$ cat src/rtl/sat_counter.sv
// -----------------------------------------------------------------------------
// sat_counter
// Saturating up-counter with synchronous clear that takes priority over
// increment.
// Ports:
//   clk   - clock, rising edge
//   rst   - asynchronous active-high reset, forces count to zero
//   clr   - synchronous clear (wins over inc)
//   inc   - increment by one unless already all-ones
//   count - current count value
// -----------------------------------------------------------------------------
module sat_counter #(
   parameter int WIDTH = 32
) (
   input  logic             clk,
   input  logic             rst,
   input  logic             clr,
   input  logic             inc,
   output logic [WIDTH-1:0] count
);

   logic [WIDTH-1:0] count_d;
   logic [WIDTH-1:0] count_q;

   // Next count: clear first, otherwise step up until every bit is set and
   // then hold there.
   always_comb begin
      count_d = count_q;
      if (clr) begin
         count_d = '0;
      end else if (inc && (count_q != {WIDTH{1'b1}})) begin
         count_d = count_q + WIDTH'(1);
      end
   end

   // Count register.
   always_ff @(posedge clk or posedge rst) begin
      if (rst) begin
         count_q <= '0;
      end else begin
         count_q <= count_d;
      end
   end

   assign count = count_q;

endmodule

$ cat config.mk
export PLATFORM = sky130hd
export DESIGN_NAME = sat_counter
export DESIGN_NICKNAME = d
export VERILOG_FILES = /design/src/rtl/sat_counter.sv
export SDC_FILE = /design/constraint.sdc
export NUM_CORES = 1
export LEC_CHECK = 0
export BUFFER_PORTS_ARGS = -buffer_cell sky130_fd_sc_hd__buf_4
export CELL_PAD_IN_SITES_DETAIL_PLACEMENT = 1
export CELL_PAD_IN_SITES_GLOBAL_PLACEMENT = 1
export CORE_MARGIN = 2
export CORE_UTILIZATION = 37
export CTS_CLUSTER_DIAMETER = 80
export CTS_CLUSTER_SIZE = 16
export DETAILED_ROUTE_END_ITERATION = 12
export GPL_TIMING_DRIVEN = 0
export PLACE_DENSITY = 0.86
export SYNTH_ARGS = -nofsm -noshare
export SYNTH_HDL_FRONTEND = slang
export SYNTH_SLANG_ARGS = --single-unit
export TNS_END_PERCENT = 1
$ cat constraint.sdc
create_clock -name clk -period 2.25 [get_ports clk]
set_input_delay 0.45 -clock clk [delete_from_list [all_inputs] [get_ports clk]]
set_output_delay 0.45 -clock clk [all_outputs]
set_load 0.02 [all_outputs]
==> impl_metrics.csv <==
group,metric,value,unit
run_status,run_status,"complete, but fails checks",
run_status,violations,"negative setup slack",
logic_synthesis,avgSynthCellArea,9.36,um2
sta,slew_headroom,16.5,%
logic_synthesis,synth_seq_area_share,46.0,%
worst_setup_path,worstPathRequired,2470,ps
clock_tree,cts_sinks,32,
logic_synthesis,yosys-top-cells-count,"dfrtp_1 (32), a21oi_1 (27), o31ai_1 (15)",
logic_synthesis,synth_enable_flop_cells,0,
worst_setup_path,regToRegStartpoint,"count[0]",
finish,final_nets,241,
route,drc_errors,0,
clock_tree,clk_latency,290,ps
placement,post-dp-hpwl,3.48,mm
worst_setup_path,crit_path_end_kind,"flip-flop",
finish,n_fill_cell,506,
grt,grt_max_degree,33,
finish,fin_util,53.3,%
placement,pre_cts_ws,-441,ps
placement,port-buffer-count,35,
sta,hold_viol,0,
logic_synthesis,yosysTopAreaCell,"dfrtp_1",
grt,antenna_found_initial,0,
worst_setup_path,rr_endpoint,"count[20]",
logic_synthesis,synth-seq-cells,32,
finish,layout.cells.non_filler,289,
worst_setup_path,cp_max_fo,6,
worst_setup_path,startpoint_type,"flip-flop",
logic_synthesis,synthAdderAreaFrac,0.719,%
grt,grt_pass1_wl,8.38,mm
sta,max_clock_freq,415,MHz
worst_setup_path,critical_path_class,"reg2reg",
grt,grt_usage,20.5,%
logic_synthesis,ys_top_cells_by_area,"dfrtp_1 (46%), a21oi_1 (7.8%), o31ai_1 (6.5%)",
finish,diodes,0,
route,wire_per_inst,18.9,um
logic_synthesis,synth-compound-area-share,21.8,%
sta,period_share,107,%
logic_synthesis,synth.most_common_cell,"dfrtp_1",
die,die-width,72.6,um
finish,ff_latch_area,811,um2
logic_synthesis,synth_xor_area_share,1.51,%
pwr,powerDensity,509,nW/um2
logic_synthesis,synth_warnings,0,
route,routed_via_density,6.18,
die,die_area,5270,um2
grt,grt_pass1_vias,1769,
die,io_pins,36,
logic_synthesis,ys_types,33,
clock_tree,htreeDepth,2,
route,drt_iter0_markers,114,
route,routed_wl,5.46,mm
sta,finalCriticalPeriod,2410,ps
logic_synthesis,synth_simple_gate_area_share,25.9,%
min_path,min_path_type,"in2reg",
logic_synthesis,synth.cell_area,1740,um2
placement,dp_cells,273,
route,vias,1785,
sta,fin_ws,-157,ps
clock_tree,cts_buffers,5,
finish,final_area,2370,um2
min_path,min_from,"clr",
die,dieHeight,72.6,um
sta,hold_ws,458,ps
logic_synthesis,yosysTopAreaCellShare,46.0,%
logic_synthesis,postSynthCellCount,186,
logic_synthesis,synth_top_family_by_area,"simple AND/OR/NAND/NOR gates",
logic_synthesis,syn_nets,191,
placement,placed_cell_area,2090,um2
min_path,min_to,"count[6]",
clock_tree,clk_pin_slew_worst_paths,70,ps
finish,final_layout_size_suffix_gt1_share,34.2,%
sta,skew,5.86,ps
clock_tree,cts_tree,"built",
finish,multi_input_area,1000,um2
die,core_area,4440,um2
pwr,peakVddDrop,0.267,mV
pwr,p_leak,0.965,nW
logic_synthesis,synth_async_sr_flop_share,100,%
clock_tree,clk_path_buf_depth,2,
flow_run,maxCapViolations,0,
logic_synthesis,ys.flop_type,"dfrtp_1",
die,start_util,39.2,%
worst_setup_path,critPathArrivalTime,2620,ps
route,dr.pass1.iters,4,
min_path,hold_depth,2,
logic_synthesis,synthMuxAreaShare,0.575,%
sta,tightestPinTransition,1250,ps
sta,slew_viol_final,0,
worst_setup_path,reg2regPathDepth,7,
sta,setup_viol,9,
placement,gp_congestion,0.730,
route,ant_nets,0,
worst_setup_path,reg2reg_slack,-160,ps
finish,syn_to_final_growth,36.1,%
sta,rsz0062_at_grt,"yes",
clock_tree,cts_root_buf,"clkbuf_8",
die,num_rows,24,
finish,largest_reg_flops,32,
grt,grt-ovfl-total,0,
timing repair:
action,CTS,global route
endpoints found under the setup margin,25,31
buffers inserted,0,8
hold buffers,0,0
resized for setup,7,13
pin swaps,4,5
gates cloned,0,1
layer usage:
layer,GRT usage [%],wire length (um),part of all wire (%)
met1,24.8,2410,44
met2,36.4,2770,51
met3,4.97,208,3.8
met4,5.56,69,1.3
met5,0,0,0
worst max path at each step:
stage / endpoint / slack (ps) / cells past startpoint / start
3_3_place_gp: count[13] / -310 / 5 / count[24]
3_5_place_dp: count[13] / -440 / 6 / count[9]
4_1_cts: count[20] / -90 / 7 / count[1]
5_1_grt: count[20] / -200 / 6 / count[17]
6_report: count[20] / -160 / 7 / count[0]
2_1_floorplan: count[20] / 10 / 7 / count[0]
cells by family (layout without fill, tap and decap cells):
| group | after synthesis | in the layout |
|---|---|---|
| compound gates | 61 | 61 |
| fa+ha+maj | 1 | 1 |
| xor+xnor | 3 | 3 |
| simple gates | 74 | 74 |
| flops | 32 | 32 |
| mux | 1 | 1 |
| buf+inv | 14 | 65 |
metrics by stage:
stage          total power [mW]  TNS [ps]
2_1_floorplan             0.627         0
3_3_place_gp              0.649     -2010
3_5_place_dp              0.651     -3110
4_1_cts                    1.20      -916
5_1_grt                    1.24     -2130
6_report                   1.20      -632
layout by cell type (no fill, tap or decap), types with 4 or more instances in the layout:
cell type | netlist | final
a21oi_1 | 27 | 24
buf_4 | 0 | 43
clkbuf_1 | 4 | 4
clkbuf_8 | 0 | 5
dfrtp_1 | 32 | 24
dfrtp_2 | 0 | 8
inv_1 | 8 | 8
nand2_1 | 11 | 10
nand3_1 | 10 | 7
nand4_1 | 6 | 6
nor2_1 | 6 | 6
o21ai_0 | 12 | 12
o31ai_1 | 15 | 14
or3_1 | 12 | 12
or4_1 | 14 | 13
worst max-delay path: stages, from the launching register on:
cell	delay [ps]
dfrtp_2	410
ha_4	170
nand2_4	60
or4_4	540
or3_4	450
buf_6	150
or4_4	410
a21oi_2	130
area by class of cell:
cell class	instances	area share (%)
sequential	32	34.2
multi-input combinational	140	42.2
tap	52	2.75
timing repair buffer	44	13.8
inverter	8	1.27
clock inverter	2	1.48
buffer	5	1.16
clock buffer	6	3.06
where the power goes:
part           total [mW]  switching [mW]  internal [mW]
clock               0.557           0.228          0.329
sequential          0.585         0.00576          0.579
combinational      0.0629          0.0409         0.0220
total                1.20           0.275          0.930
Note: power is estimated with default switching activity, not from simulation.
